<file path="src/rtl/cordic_arbiter_if.sv">
// Requester and CORDIC-side signal bundle for cordic_arbiter.
// slave is the arbiter side; master is the environment side.
interface cordic_arbiter_if #(
    parameter int NREQ   = 3,
    parameter int DATA_W = 16
);
    logic [NREQ-1:0]        req;
    logic [NREQ*DATA_W-1:0] req_x;
    logic [NREQ*DATA_W-1:0] req_y;
    logic [NREQ-1:0]        gnt;
    logic [NREQ-1:0]        rsp_valid;
    logic [DATA_W-1:0]      rsp_angle;
    logic [DATA_W-1:0]      rsp_mag;
    logic                   rsp_err;
    logic [7:0]             err_count;
    logic                   cor_start;
    logic [DATA_W-1:0]      cor_x;
    logic [DATA_W-1:0]      cor_y;
    logic                   cor_done;
    logic                   cor_busy;
    logic [DATA_W-1:0]      cor_angle;
    logic [DATA_W-1:0]      cor_mag;

    modport slave (
        input  req, req_x, req_y,
        input  cor_done, cor_busy, cor_angle, cor_mag,
        output gnt, rsp_valid, rsp_angle, rsp_mag,
        output rsp_err, err_count,
        output cor_start, cor_x, cor_y
    );

    modport master (
        output req, req_x, req_y,
        output cor_done, cor_busy, cor_angle, cor_mag,
        input  gnt, rsp_valid, rsp_angle, rsp_mag,
        input  rsp_err, err_count,
        input  cor_start, cor_x, cor_y
    );
endinterface

</file>
<file path="src/rtl/cordic_arbiter.sv">
// Round-robin sequencer sharing one CORDIC vectoring unit among NREQ
// requesters, with a per-job watchdog and one-hot result routing.
module cordic_arbiter #(
    parameter int NREQ           = 3,
    parameter int DATA_W         = 16,
    parameter int TIMEOUT_CYCLES = 64
) (
    input  logic             clk,
    input  logic             rst_n,
    cordic_arbiter_if.slave  bus
);
    localparam int PW  = (NREQ > 1) ? $clog2(NREQ) : 1;
    localparam int PW1 = PW + 1;
    localparam int CW  = (TIMEOUT_CYCLES > 1) ? $clog2(TIMEOUT_CYCLES) : 1;

    typedef enum logic [1:0] {S_IDLE, S_ISSUE, S_WAIT} state_t;

    state_t          r_state;
    state_t          w_state_nxt;
    logic [PW-1:0]   r_ptr;
    logic [PW-1:0]   r_owner;
    logic [CW-1:0]   r_cnt;
    logic [NREQ-1:0] w_rot;
    logic [PW-1:0]   w_off;
    logic [PW:0]     w_sum;
    logic [PW-1:0]   w_pick;
    logic [PW-1:0]   w_ptr_nxt;
    logic            w_found;
    logic            w_grant;
    logic            w_done;
    logic            w_tmo;
    logic [NREQ-1:0] w_own_oh;
    logic [DATA_W-1:0] w_opx;
    logic [DATA_W-1:0] w_opy;

    // Rotate so bit 0 is the requester at ptr; lowest set bit wins.
    always_comb begin
        w_rot   = NREQ'({bus.req, bus.req} >> r_ptr);
        w_found = 1'b0;
        w_off   = '0;
        for (int k = NREQ - 1; k >= 0; k--) begin
            if (w_rot[k]) begin
                w_found = 1'b1;
                w_off   = PW'(k);
            end
        end
        w_sum = {1'b0, r_ptr} + {1'b0, w_off};
        if (w_sum >= PW1'(NREQ)) begin
            w_pick = PW'(w_sum - PW1'(NREQ));
        end else begin
            w_pick = w_sum[PW-1:0];
        end
        w_ptr_nxt = (w_pick == PW'(NREQ - 1)) ? '0 : w_pick + PW'(1);
        w_own_oh  = NREQ'(1) << r_owner;
        w_opx = '0;
        w_opy = '0;
        for (int i = 0; i < NREQ; i++) begin
            if (w_pick == PW'(i)) begin
                w_opx = bus.req_x[i*DATA_W +: DATA_W];
                w_opy = bus.req_y[i*DATA_W +: DATA_W];
            end
        end
    end

    always_comb begin
        w_state_nxt = r_state;
        w_grant     = 1'b0;
        w_done      = 1'b0;
        w_tmo       = 1'b0;
        unique case (r_state)
            S_IDLE: begin
                if (w_found && !bus.cor_busy) begin
                    w_grant     = 1'b1;
                    w_state_nxt = S_ISSUE;
                end
            end
            S_ISSUE: w_state_nxt = S_WAIT;
            S_WAIT: begin
                if (bus.cor_done) begin
                    w_done      = 1'b1;
                    w_state_nxt = S_IDLE;
                end else if (r_cnt == CW'(TIMEOUT_CYCLES - 1)) begin
                    w_tmo       = 1'b1;
                    w_state_nxt = S_IDLE;
                end
            end
            default: w_state_nxt = S_IDLE;
        endcase
    end

    always_ff @(posedge clk or negedge rst_n) begin
        if (!rst_n) r_state <= S_IDLE;
        else        r_state <= w_state_nxt;
    end

    always_ff @(posedge clk or negedge rst_n) begin
        if (!rst_n) begin
            r_ptr         <= '0;
            r_owner       <= '0;
            r_cnt         <= '0;
            bus.gnt       <= '0;
            bus.cor_start <= 1'b0;
            bus.cor_x     <= '0;
            bus.cor_y     <= '0;
            bus.rsp_valid <= '0;
            bus.rsp_angle <= '0;
            bus.rsp_mag   <= '0;
            bus.rsp_err   <= 1'b0;
            bus.err_count <= '0;
        end else begin
            bus.gnt       <= '0;
            bus.cor_start <= 1'b0;
            bus.rsp_valid <= '0;
            if (w_grant) begin
                r_owner       <= w_pick;
                r_ptr         <= w_ptr_nxt;
                bus.gnt       <= NREQ'(1) << w_pick;
                bus.cor_start <= 1'b1;
                bus.cor_x     <= w_opx;
                bus.cor_y     <= w_opy;
            end
            if (r_state == S_ISSUE) begin
                r_cnt <= '0;
            end else if (r_state == S_WAIT) begin
                r_cnt <= r_cnt + CW'(1);
            end
            // A done on the terminal count takes priority over the timeout.
            if (w_done) begin
                bus.rsp_valid <= w_own_oh;
                bus.rsp_angle <= bus.cor_angle;
                bus.rsp_mag   <= bus.cor_mag;
                bus.rsp_err   <= 1'b0;
            end else if (w_tmo) begin
                bus.rsp_valid <= w_own_oh;
                bus.rsp_angle <= '0;
                bus.rsp_mag   <= '0;
                bus.rsp_err   <= 1'b1;
                if (bus.err_count != 8'hFF) begin
                    bus.err_count <= bus.err_count + 8'd1;
                end
            end
        end
    end
endmodule

</file>
<file path="src/flat_wrapper.sv">
// flat-port wrapper written by rule: the top's interface ports become plain ports
module cordic_arbiter_flat 
#(
    parameter int NREQ           = 3,
    parameter int DATA_W         = 16,
    parameter int TIMEOUT_CYCLES = 64
)
  (clk, rst_n, bus_req, bus_req_x, bus_req_y, bus_cor_done, bus_cor_busy, bus_cor_angle, bus_cor_mag, bus_gnt, bus_rsp_valid, bus_rsp_angle, bus_rsp_mag, bus_rsp_err, bus_err_count, bus_cor_start, bus_cor_x, bus_cor_y);
  cordic_arbiter_if #(.NREQ(NREQ), .DATA_W(DATA_W)) bus_i ();
  input  logic clk;
  input  logic rst_n;
  input wire logic [$bits(bus_i.req)-1:0] bus_req;
  input wire logic [$bits(bus_i.req_x)-1:0] bus_req_x;
  input wire logic [$bits(bus_i.req_y)-1:0] bus_req_y;
  input wire logic [$bits(bus_i.cor_done)-1:0] bus_cor_done;
  input wire logic [$bits(bus_i.cor_busy)-1:0] bus_cor_busy;
  input wire logic [$bits(bus_i.cor_angle)-1:0] bus_cor_angle;
  input wire logic [$bits(bus_i.cor_mag)-1:0] bus_cor_mag;
  output wire logic [$bits(bus_i.gnt)-1:0] bus_gnt;
  output wire logic [$bits(bus_i.rsp_valid)-1:0] bus_rsp_valid;
  output wire logic [$bits(bus_i.rsp_angle)-1:0] bus_rsp_angle;
  output wire logic [$bits(bus_i.rsp_mag)-1:0] bus_rsp_mag;
  output wire logic [$bits(bus_i.rsp_err)-1:0] bus_rsp_err;
  output wire logic [$bits(bus_i.err_count)-1:0] bus_err_count;
  output wire logic [$bits(bus_i.cor_start)-1:0] bus_cor_start;
  output wire logic [$bits(bus_i.cor_x)-1:0] bus_cor_x;
  output wire logic [$bits(bus_i.cor_y)-1:0] bus_cor_y;
  assign bus_i.req = bus_req;
  assign bus_i.req_x = bus_req_x;
  assign bus_i.req_y = bus_req_y;
  assign bus_i.cor_done = bus_cor_done;
  assign bus_i.cor_busy = bus_cor_busy;
  assign bus_i.cor_angle = bus_cor_angle;
  assign bus_i.cor_mag = bus_cor_mag;
  assign bus_gnt = bus_i.gnt;
  assign bus_rsp_valid = bus_i.rsp_valid;
  assign bus_rsp_angle = bus_i.rsp_angle;
  assign bus_rsp_mag = bus_i.rsp_mag;
  assign bus_rsp_err = bus_i.rsp_err;
  assign bus_err_count = bus_i.err_count;
  assign bus_cor_start = bus_i.cor_start;
  assign bus_cor_x = bus_i.cor_x;
  assign bus_cor_y = bus_i.cor_y;
  cordic_arbiter #(.NREQ(NREQ), .DATA_W(DATA_W), .TIMEOUT_CYCLES(TIMEOUT_CYCLES)) u_core (.clk(clk), .rst_n(rst_n), .bus(bus_i));
endmodule
</file>
<file path="config.mk">
export PLATFORM = sky130hd
export DESIGN_NAME = cordic_arbiter_flat
export DESIGN_NICKNAME = d
export VERILOG_FILES = /design/src/rtl/cordic_arbiter_if.sv /design/src/rtl/cordic_arbiter.sv /design/src/flat_wrapper.sv
export SDC_FILE = /design/constraint.sdc
export NUM_CORES = 1
export LEC_CHECK = 0
export BUFFER_PORTS_ARGS = -buffer_cell sky130_fd_sc_hd__buf_2
export CORE_UTILIZATION = 45
export DETAILED_ROUTE_END_ITERATION = 16
export GPL_TIMING_DRIVEN = 0
export PLACE_DENSITY_LB_ADDON = 0.1
export SETUP_SLACK_MARGIN = 0.15
export SLEW_MARGIN = 20
export SYNTH_ARGS = -nofsm -noshare
export SYNTH_HDL_FRONTEND = slang
export SYNTH_SLANG_ARGS = --single-unit
</file>
<file path="constraint.sdc">
create_clock -name clk -period 7.85 [get_ports clk]
set_clock_uncertainty 0.2 [all_clocks]
set_input_delay 0.785 -clock clk [delete_from_list [all_inputs] [get_ports clk]]
set_output_delay 0.785 -clock clk [all_outputs]
set_load 0.01 [all_outputs]
</file>
==> load_flow_metrics.sql <==
INSERT INTO impl_metrics (metric_group, metric, value, unit) VALUES
('critical_path', 'setup.worst_path.class', 'in2reg', ''),
('floorplanning', 'core_area', '9680', 'um2'),
('final_layout', 'drive_above_1_share', '39.4', '%'),
('routing', 'antenna_left', '0', ''),
('routing', 'detail_route.wl_per_cell', '15.6', 'um'),
('yosys', 'synth_edf_count', '0', ''),
('clock_tree', 'cts.reportedPaths.clkPinSlew', '0.10', 'ns'),
('routing', 'drt-pass1-iter-count', '4', ''),
('final_layout', 'sequential_cell_area', '2300', 'um2'),
('flow_run', 'max_cap_viol_count', '0', ''),
('clock_tree', 'postCtsSetupBuffers', '0', ''),
('floorplanning', 'fp-row-count', '36', ''),
('sta', 'worst_slew_pin_slew', '0.950', 'ns'),
('outcome', 'outcome', 'complete, no violations', ''),
('critical_path', 'worst_ep_arrival_time', '4.20', 'ns'),
('floorplanning', 'initial_core_util', '46.2', '%'),
('clock_tree', 'cts_repair_resize_count', '0', ''),
('yosys', 'synth-main-ff-cell', 'dfrtp_1', ''),
('critical_path', 'reg2reg_from', 'u_core.r_ptr[0]', ''),
('clock_tree', 'cts-htree-levels', '3', ''),
('placement', 'detailed_place_hpwl', '9.13', 'mm'),
('final_layout', 'num-fill-cells', '869', ''),
('critical_path', 'crit_path_max_fanout', '10', ''),
('floorplanning', 'i_o_pins', '215', ''),
('grt', 'grt_first_pass_wirelength', '18.9', 'mm'),
('critical_path', 'timing.critical_path.to', 'u_core.bus.cor_x[15]', ''),
('clock_tree', 'cts_hold_buf', '0', ''),
('grt', 'grt_max_degree', '76', ''),
('routing', 'vias_per_cell', '5.27', ''),
('routing', 'first_iter_violations', '136', ''),
('clock_tree', 'cts.root.buffer_cell', 'clkbuf_8', ''),
('grt', 'first_global_vias', '3914', ''),
('yosys', 'post_synth.cell_area_avg', '10.9', 'um2'),
('final_layout', 'insertedDiodeCount', '0', ''),
('sta', 'timing.final.ws_setup', '3.74', 'ns'),
('floorplanning', 'vert_die_dim', '102', 'um'),
('floorplanning', 'die-area', '10300', 'um2'),
('grt', 'total_gr_overflow', '0', ''),
('sta', 'timing.final.setup_violations', '0', ''),
('sta', 'unrepaired_setup_endpoints_after_global_routing', 'no', ''),
('critical_path', 'timing.reg2reg.worst_path_depth', '10', ''),
('yosys', 'async_reset_ff_share', '100', '%'),
('final_layout', 'layout_common_cells', '223 x buf_2, 92 x dfrtp_1, 35 x nand2_1, 34 x mux2i_1, 32 x a22o_1', ''),
('power', 'power_density', '430', 'nW/um2'),
('routing', 'wl', '12.1', 'mm'),
('power', 'power.static_leakage', '3.10', 'nW'),
('placement', 'gp_congestion', '0.800', ''),
('clock_tree', 'cts_made_buffers', '9', ''),
('sta', 'timing.fmax', '243', 'MHz'),
('clock_tree', 'tritoncts_clock_tree', 'yes', ''),
('critical_path', 'critPathCaptureType', 'register', ''),
('power', 'ir_worst_vdd', '0.204', 'mV'),
('sta', 'slew_headroom', '36.1', '%'),
('floorplanning', 'die-width', '102', 'um'),
('final_layout', 'num-nets-final', '780', ''),
('critical_path', 'worstReg2RegEnd', 'u_core.bus.cor_x[15]', ''),
('sta', 'finalCritPeriodShare', '52.4', '%'),
('final_layout', 'layout_commonest_cell', 'buf_2', ''),
('yosys', 'synthesized_instance_count', '411', ''),
('sta', 'post-route-min-period', '4.11', 'ns'),
('sta', 'timing.final.max_slew_violations', '0', ''),
('clock_tree', 'worst_skew_pair.late_latency', '0.36', 'ns'),
('yosys', 'synthesis.yosys.warnings', '0', ''),
('yosys', 'syn-cell-area', '4470', 'um2'),
('final_layout', 'flow.area_growth_from_synthesis', '32.7', '%'),
('routing', 'dr_total_vias', '4081', ''),
('critical_path', 'worstPathRequired', '7.93', 'ns'),
('sta', 'post_route_setup_tns', '0', 'ns'),
('clock_tree', 'cts.path.max_buffers', '2', ''),
('final_layout', 'multi_input_area', '1990', 'um2'),
('critical_path', 'ff2ff_setup_slack', '3.80', 'ns'),
('critical_path', 'critical_path.startpoint', 'bus_req[1]', ''),
('yosys', 'synth.yosys.seq_area_share', '51.5', '%'),
('placement', 'detailedPlace.worstSlack', '3.44', 'ns'),
('sta', 'finalHoldViolCount', '0', ''),
('routing', 'drc_violations', '0', ''),
('grt', 'antenna_found_initial', '0', ''),
('worst_hold_path', 'timing.hold.worst.class', 'in2async', ''),
('grt', 'gr-usage-all-layers', '23.7', '%'),
('critical_path', 'cp-start-kind', 'primary input', ''),
('clock_tree', 'cts_num_sinks', '92', ''),
('yosys', 'synth.distinct_cells', '48', ''),
('placement', 'numPortBuffers', '214', ''),
('yosys', 'synth_seq_cells', '92', ''),
('yosys', 'mappedNetlistNets', '554', '');
synthesized netlist by cell type, drive strengths merged (2+ instances only):
cell type	instances	share of area (%)
nor2	19	1.6
clkbuf	12	1.0
nand4	2	0.28
nand2	35	2.9
o22a	5	0.98
dfrtp	92	51
a22o	32	6.3
o2bb2ai	5	0.98
inv	10	0.84
o21a	2	0.34
nand3b	3	0.50
o211ai	24	4.1
nor2b	7	0.98
nand2b	3	0.42
xnor2	2	0.39
a2bb2oi	5	0.98
and2	2	0.28
mux2	2	0.50
nor3	6	0.67
xor2	7	1.4
buf	14	2.0
mux2i	34	7.6
o221ai	4	0.78
a21oi	8	0.90
nor3b	5	0.84
ha	7	2.0
nand3	29	3.5
and3	2	0.28
o31ai	5	0.84
o21ai	15	1.7
routing by layer:
layer / wire [um] / vias up / global-route usage [%]
met5: 0 / - / 0
met4: 250 / 0 / 9.03
met3: 870 / 21 / 5.04
met2: 5940 / 157 / 40.7
met1: 5060 / 1937 / 29.1
li1: - / 1966 / -
final cells by class:
cell class	count	share of cell area (%)
clock buffers	9	2.09
well taps	133	2.80
clock inverters	7	1.16
inverters	11	0.780
plain buffers	26	2.30
multi-input cells	282	33.5
flip-flops and latches	92	38.8
repair buffers	215	18.6
report_power, final:
group          total (mW)  internal, mW  switching [mW]
registers           0.775         0.666           0.109
logic                1.46         0.639           0.823
clock network       0.313         0.123           0.190
total                2.55          1.43            1.12
critical path, cell delays in order:
cell,delay [ns]
buf_2,0.13
or4b_2,0.63
a21oi_1,0.17
a41oi_1,0.07
fa_1,0.61
inv_1,0.07
ha_1,0.32
o31ai_1,0.82
buf_2,0.38
nand3_1,0.11
o211ai_1,0.09
cell families after synthesis:
family          count (synthesis)  share of synthesized area (%)
simple gates                  119                           13.4
compound gates                110                           18.7
flops                          92                           51.5
buf+inv                        37                           4.09
mux                            36                           8.11
xor+xnor                        9                           1.76
fa+ha+maj                       8                           2.41
per-stage QoR:
stage / power, mW / utilization, % / std cells / area [um2] / hold WS, ns
floorplan: 1.78 / - / 411 / 4470 / 0.246
global placement: 2.21 / 59.0 / 758 / 5710 / 0.261
detailed placement: 2.24 / 59.3 / 759 / 5740 / 0.261
CTS: 2.57 / 61.3 / 775 / 5940 / 0.0454
global route: 2.74 / 61.3 / 775 / 5940 / 0.0525
finish: 2.55 / 61.3 / 775 / 5940 / 0.0454
worst min-delay path by stage:
stage	startpoint	endpoint	slack [ns]	depth (start not counted)
2_1_floorplan	u_core.r_owner[0]	u_core.bus.rsp_valid[2]	0.25	1
3_3_place_gp	u_core.bus.cor_y[8]	u_core.bus.cor_y[8]	0.26	2
3_5_place_dp	u_core.bus.cor_y[2]	u_core.bus.cor_y[2]	0.26	2
4_1_cts	rst_n	u_core.bus.err_count[6]	0.05	1
5_1_grt	rst_n	u_core.bus.err_count[4]	0.05	1
6_report	rst_n	u_core.bus.err_count[6]	0.05	1
sequential cells by signal (all words and copies together), names as in the netlist:
| register | cells |
|---|---|
| u_core.r_ptr | 2 |
| u_core.bus.err_count | 8 |
| u_core.r_cnt | 6 |
| u_core.bus.rsp_angle | 16 |
| u_core.bus.rsp_err | 1 |
| u_core.bus.cor_x | 16 |
| u_core.bus.gnt | 3 |
| u_core.bus.rsp_valid | 3 |
| u_core.r_state | 2 |
| u_core.bus.cor_start | 1 |
| u_core.bus.rsp_mag | 16 |
| u_core.r_owner | 2 |
| u_core.bus.cor_y | 16 |
Note: power is estimated with default switching activity, not from simulation.
